### config.mk
export PLATFORM = sky130hd
export DESIGN_NAME = instr_prefetch_queue
export DESIGN_NICKNAME = d
export VERILOG_FILES = /design/src/rtl/instr_prefetch_queue.sv
export SDC_FILE = /design/constraint.sdc
export NUM_CORES = 1
export LEC_CHECK = 0
export CORE_UTILIZATION = 49
export CTS_CLUSTER_DIAMETER = 200
export DETAILED_ROUTE_END_ITERATION = 7
export PLACE_DENSITY = 0.73
export SYNTH_ARGS = -nofsm -noshare
export SYNTH_HDL_FRONTEND = slang
export SYNTH_SLANG_ARGS = --single-unit
export TNS_END_PERCENT = 30
### constraint.sdc
create_clock -name clock -period 2.17 [get_ports clock]
set_input_delay 0.3255 -clock clock [delete_from_list [all_inputs] [get_ports clock]]
set_output_delay 0.3255 -clock clock [all_outputs]
set_load 0.02 [all_outputs]
### src/rtl/instr_prefetch_queue.sv
// Instruction prefetch queue: issues sequential reads to instruction memory over a
// req/ack handshake, buffers the returned words in a small FIFO and presents the head
// word with its address to the IF/ID stage. A redirect flushes the queue and restarts
// fetch at the branch target; a request already in flight is completed and discarded.
module instr_prefetch_queue #(
  parameter int unsigned PC_WIDTH   = 8,
  parameter int unsigned DATA_WIDTH = 32,
  parameter int unsigned DEPTH      = 4
) (
  input  logic                     clock,
  input  logic                     reset,
  input  logic                     redirect,
  input  logic [PC_WIDTH-1:0]      redirectPc,
  input  logic                     stall,
  output logic                     memReq,
  output logic [PC_WIDTH-1:0]      memAddr,
  input  logic                     memAck,
  input  logic [DATA_WIDTH-1:0]    memData,
  output logic                     valid,
  output logic [DATA_WIDTH-1:0]    instruction,
  output logic [PC_WIDTH-1:0]      pcOut,
  output logic [PC_WIDTH-1:0]      pcNext,
  output logic [$clog2(DEPTH):0]   count
);

  localparam int unsigned PtrW = $clog2(DEPTH);
  localparam int unsigned CntW = PtrW + 1;

  logic [DATA_WIDTH-1:0] data_mem [DEPTH];
  logic [PC_WIDTH-1:0]   pc_mem   [DEPTH];

  logic [PtrW-1:0]     rd_ptr_q, rd_ptr_d;
  logic [PtrW-1:0]     wr_ptr_q, wr_ptr_d;
  logic [CntW-1:0]     count_q, count_d;
  logic [PC_WIDTH-1:0] fetch_pc_q, fetch_pc_d;
  logic                req_q, req_d;
  logic [PC_WIDTH-1:0] addr_q, addr_d;
  logic                drop_q, drop_d;

  logic xfer;
  logic push;
  logic pop;
  logic head_valid;

  assign head_valid = (count_q != '0);
  assign xfer       = req_q & memAck;
  // A redirect discards both the returning word and the consumed head.
  assign push       = xfer & ~drop_q & ~redirect;
  assign pop        = head_valid & ~stall & ~redirect;

  // Next-state: flush/redirect, FIFO bookkeeping and request issue.
  always_comb begin
    rd_ptr_d   = rd_ptr_q;
    wr_ptr_d   = wr_ptr_q;
    count_d    = count_q;
    fetch_pc_d = fetch_pc_q;
    drop_d     = drop_q;
    req_d      = req_q;
    addr_d     = addr_q;

    if (redirect) begin
      rd_ptr_d   = '0;
      wr_ptr_d   = '0;
      count_d    = '0;
      fetch_pc_d = redirectPc;
      // A request still waiting for its ack must complete, and its data is thrown away.
      drop_d     = req_q & ~memAck;
    end else begin
      if (push) begin
        wr_ptr_d   = wr_ptr_q + PtrW'(1);
        fetch_pc_d = fetch_pc_q + PC_WIDTH'(1);
      end
      if (pop) begin
        rd_ptr_d = rd_ptr_q + PtrW'(1);
      end
      count_d = count_q + CntW'(push) - CntW'(pop);
      if (xfer && drop_q) begin
        drop_d = 1'b0;
      end
    end

    if (req_q && !memAck) begin
      // Request and address are held until the ack edge.
      req_d  = 1'b1;
      addr_d = addr_q;
    end else begin
      // No new request on a redirect edge or on the edge retiring a dropped ack.
      req_d  = (count_d < CntW'(DEPTH)) & ~drop_q & ~redirect;
      addr_d = fetch_pc_d;
    end
  end

  // Control state register.
  always_ff @(posedge clock or negedge reset) begin
    if (!reset) begin
      rd_ptr_q   <= '0;
      wr_ptr_q   <= '0;
      count_q    <= '0;
      fetch_pc_q <= '0;
      req_q      <= 1'b0;
      addr_q     <= '0;
      drop_q     <= 1'b0;
    end else begin
      rd_ptr_q   <= rd_ptr_d;
      wr_ptr_q   <= wr_ptr_d;
      count_q    <= count_d;
      fetch_pc_q <= fetch_pc_d;
      req_q      <= req_d;
      addr_q     <= addr_d;
      drop_q     <= drop_d;
    end
  end

  // FIFO storage; contents are only observed through the count-qualified head.
  always_ff @(posedge clock) begin
    if (push) begin
      data_mem[wr_ptr_q] <= memData;
      pc_mem[wr_ptr_q]   <= addr_q;
    end
  end

  // Head presentation: NOP and zero address while empty.
  always_comb begin
    valid       = head_valid;
    instruction = '0;
    pcOut       = '0;
    if (head_valid) begin
      instruction = data_mem[rd_ptr_q];
      pcOut       = pc_mem[rd_ptr_q];
    end
    pcNext  = pcOut + PC_WIDTH'(1);
    count   = count_q;
    memReq  = req_q;
    memAddr = addr_q;
  end

endmodule

After elaboration in Yosys (flattened, before gate mapping) --
Memory sizes are Yosys's and may differ from the RTL's. Cells that the tools add are included. W data, S select, Z words.
Word-level totals: bits in read-only memories 0, bits in latches 0, memories kept 2, RAM bits 160, register bits after elaboration 25
Cells by class: mux-type cells 14, magnitude comparators 1, $mul 0, bitwise gates (word level) 12, shift operators 0, reductions and logical operators 7, divide/modulo/power cells 0, eq/ne operators 0, $add $sub $neg 6
Memory list:
- data_mem | words 4, width 32, read ports 1, clocked after memory_dff 0, write ports 1, RTL line 29 | logic [DATA_WIDTH-1:0] data_mem [DEPTH];
- pc_mem | words 4, width 8, read ports 1, clocked after memory_dff 0, write ports 1, RTL line 30 | logic [PC_WIDTH-1:0] pc_mem [DEPTH];
Operator list (number):
- $mux W32 | 1
- $mux W8 | 3
- $add A8 B1 Y8 const B | 2
- $and A1 B1 Y1 | 8
- $mux W2 | 4
- $reduce_bool A2 Y1 | 3
- $mux W1 | 5
- $add A2 B1 Y2 const B | 2
- $not A1 Y1 | 4
- $add A3 B1 Y3 | 1
- $lt A3 B3 Y1 const B | 1
- $mux W3 | 1
- $reduce_bool A3 Y1 | 1
- $sub A3 B1 Y3 | 1
- $logic_and A1 B1 Y1 | 2
- $logic_not A1 Y1 | 1

Longest topological paths before layout --
depth after elaboration 10, depth in mapped cells 11, gate-level depth less buffers 11

Least setup slack after synthesis --
Ideal clock, no wire load.
kind register -> output, from register count_q[1] (netlist: count[1]), to output pcNext[6], stages on the path, launching flop included 10, setup slack -0.647 ns, required time 1.845 ns, arrival 2.491 ns, path through dfrtp_1 -> nor3_1 -> inv_1 -> clkbuf_1 -> nand2_1 -> inv_1 -> ha_1 -> nand3_1 -> nor3_1 -> xor2_1
On the way: longest elaborated chain between the ends 3
Ends and longest elaborated chain:
- start, declared | RTL line 34 | logic [CntW-1:0] count_q, count_d;
- start signal, assigned | RTL line 106 | count_q <= count_d;
- $reduce_bool A3 Y1 | RTL line 45 | assign head_valid = (count_q != '0);
- net valid | RTL line 19 | output logic valid,
- $mux W8 | RTL line 127 | if (head_valid) begin
- net pcOut[0] | RTL line 21 | output logic [PC_WIDTH-1:0] pcOut,
- $add A8 B1 Y8 | RTL line 131 | pcNext = pcOut + PC_WIDTH'(1);
- end, declared | RTL line 22 | output logic [PC_WIDTH-1:0] pcNext,
The timed path passes the listed nets, and every way through them passes these cells.

Final worst setup path --
from register rd_ptr_q[0], to output pcNext[4]
On the way: longest elaborated chain between the ends 3
Ends and longest elaborated chain:
- start, declared | RTL line 32 | logic [PtrW-1:0] rd_ptr_q, rd_ptr_d;
- start signal, assigned | RTL line 104 | rd_ptr_q <= rd_ptr_d;
- $mem_v2 Z4 W8
- $mux W8 | RTL line 127
- $add A8 B1 Y8 | RTL line 131
No other way between the ends.

==> impl_results.md <==
* Outcome: complete, but fails checks
* Violated checks: negative setup slack
* Via count at 4162
* Port Buffers at 105
* RSZ-0062 raised after global routing: yes
* Final WS setup at -0.435 ns
* Setup TNS at -11.85 ns
* Worst Setup Start Kind: flip-flop
* Final ANT Viol Nets at 0
* Gr ovfl total at 0
* Mapped Cells at 405
* Final HPWL DP at 9.73 mm
* Post-Route Skew at 0.00604 ns
* Max-slew headroom at 69.6%
* Worst hold slack at 0.257 ns
* Asr flop ratio synth at 13.5%
* HP Class: in -> async
* Setup slack at placement at -0.503 ns
* Die Ht at 126 um
* Clk Latency, worst-skew pair at 0.43 ns
* Vias/cell at 5.42
* Row cnt at 44
* Top_reg_cell synth: edfxtp_1
* Worst-path fanout max at 6
* Crit share post-route at 120%
* Arrival @ worst endpoint at 2.28 ns
* Htree depth at 4
* Synth cell types at 36
* Worst slew pin tran at 0.456 ns
* Starting Density at 50.9%
* Max rail drop VDD at 0.000702 V
* 1st-iter DRT viols at 398
* Number of remaining DRC errors at 0
* CP required at 1.84 ns
* GPL Wtd Cong at 0.853
* Max frequency at 384 MHz
* Clock buffer depth at 2
* Nets at 624
* EDFF count, synth at 160
* First-pass GRT wire length at 24.0 mm
* Syn_area_per_cell at 18.6 um2
* Pwr per Cell Area at 1180 mW/mm2
* Pins Over Slew Limit at 0
* Minimum clock period at 2.60 ns
* Final WL at 15.3 mm
* Post-synthesis net count at 459
* TritonCTS clock tree: built
* Final Core Density at 68.3%
* Design Power at 0.0119 W
* Leakage power total at 3.63 nW
* CTS Buf Count at 17
* Area of the core at 0.0148 mm2
* Gr usage total at 20.8%
* Max cap viols at 0
* I/O Pins at 106
* Worst-path clk slew at 0.07 ns
* Initial antenna violation count at 0
* Clock root buffer: clkbuf_16
* Worst setup path class: reg -> out
* CTS Sinks at 185
* Vias in the first global route at 4416
* Critical path endpoint category: primary output
* Largest net degree at the start of global routing at 26
* # hold bufs at CTS at 0
* DIE AREA at 0.0158 mm2
* Final setup violation count at 49
* Drt pass-1 iters at 4
* Synthesis-to-layout area growth at 34.1%
* Chip width at 126 um
* Flops & latches, synth at 185
* Sequential area share after synthesis at 72.3%
* Mapped Area at 0.00751 mm2
* Fraction of layout cells with a size suffix above 1 at 40.3%
* Synth Warn # at 0
* WL/cell at 20.0 um
* Hold Fails Final Rpt at 0
-- critical path: stages, from the launching register on --
cell and delay, ns:
dfrtp_4 0.48, mux4_2 0.53, and2_4 0.17, ha_4 0.17
nand3_2 0.06, xor2_1 0.07, nor2_1 0.19, buf_4 0.18
-- metal layers --
| layer | track usage (%) | routed length (um) | vias up |
|---|---|---|---|
| li1 | - | - | 1893 |
| met1 | 26.1 | 6330 | 2123 |
| met2 | 35.9 | 7980 | 130 |
| met3 | 4.25 | 736 | 16 |
| met4 | 7.94 | 278 | 0 |
| met5 | 0 | 0 | - |
-- through the flow --
stage	cell area, um2	instances
6_report	10100	768
5_1_grt	10100	767
4_1_cts	9960	762
3_5_place_dp	9180	719
3_3_place_gp	9180	719
2_1_floorplan	7580	405
-- flip-flops by register name, summed over array words and instances (netlist names) --
signal      count
rd_ptr_q        2
memReq          1
fetch_pc_q      8
pc_mem         32
count           3
wr_ptr_q        2
data_mem      128
memAddr         8
drop_q          1
-- power breakdown --
part / switching, W / internal [W] / leakage [nW] / total, W
combinational: 0.00218 / 0.00228 / 1.60 / 0.00445
clock: 0.00130 / 0.00177 / 0.287 / 0.00307
sequential: 0.000198 / 0.00418 / 1.74 / 0.00437
total: 0.00368 / 0.00822 / 3.63 / 0.0119
-- synth_stat cells (2+ instances only) --
| library cell | count | share of area [%] |
|---|---|---|
| edfxtp_1 | 160 | 64 |
| and2_1 | 42 | 3.5 |
| mux4_2 | 42 | 13 |
| dfrtp_1 | 25 | 8.3 |
| nand2_1 | 20 | 1.0 |
| nor2_1 | 14 | 0.70 |
| inv_1 | 9 | 0.45 |
| ha_1 | 8 | 1.3 |
| clkbuf_1 | 7 | 0.35 |
| mux2_2 | 7 | 1.0 |
| nand3_1 | 7 | 0.47 |
| o21ai_0 | 7 | 0.47 |
| xnor2_1 | 7 | 0.82 |
| nor3_1 | 6 | 0.40 |
| xor2_1 | 6 | 0.70 |
| buf_2 | 4 | 0.27 |
| mux2i_1 | 4 | 0.53 |
| a31oi_1 | 3 | 0.25 |
| buf_6 | 3 | 0.45 |
| o31ai_1 | 3 | 0.30 |
| or3_1 | 3 | 0.25 |
| a21oi_1 | 2 | 0.13 |
| buf_4 | 2 | 0.20 |
| nor2b_1 | 2 | 0.17 |
-- layout by cell type (no fill, tap or decap), types with 16 or more instances in the layout --
master / Yosys / final
mux4_2: 42 / 42
clkbuf_16: 0 / 18
dfrtp_1: 25 / 19
buf_6: 3 / 30
clkdlybuf4s50_1: 0 / 56
nand2_1: 20 / 16
buf_2: 4 / 20
and2_1: 42 / 22
and2_4: 0 / 16
buf_4: 2 / 39
edfxtp_1: 160 / 160
-- kinds of logic (layout without fill, tap and decap cells) --
kind of cell	after synthesis	count (layout)	synth area share (%)
muxes	53	53	14.2
buffers and inverters	28	206	1.86
adders and majority gates	9	9	1.60
AOI/OAI and AO/OA	15	15	1.15
other	0	1	0
DFF	185	185	72.3
xor gates and xnor gates	13	13	1.52
and+or+nand+nor	102	102	7.43
-- path summary, 6_finish.rpt --
check | from | end | slack [ns] | cells past startpoint
worst max-delay path | rd_ptr_q[0] | pcNext[4] | -0.43 | 7
worst min-delay path | reset | count[2] | 0.26 | 2
worst max register to register | count[1] | memReq | -0.18 | 11
worst min register to register | memAddr[7] | pc_mem[1][7] | 0.57 | 0
max in group asynchronous | reset | rd_ptr_q[0] | 1.64 | 2
min in group clock | redirectPc[3] | fetch_pc_q[3] | 0.48 | 3
-- layout make-up --
cell class,count,area [um2]
Tap cell,184,230
Fill cell,992,4680
Clock buffer,19,453
Sequential cell,185,5440
Timing Repair Buffer,163,1650
Inverter,11,43.8
Multi-Input combinational cell,192,2110
Clock inverter,13,144
Antenna cell,1,2.50
-- repair_timing --
item	4_1_cts	5_1_grt
pin swaps	9	7
cloned	3	1
endpoints found under the setup margin	51	50
resized for setup	262	16
setup buffers	8	4
(Power assumes the default switching activity.)
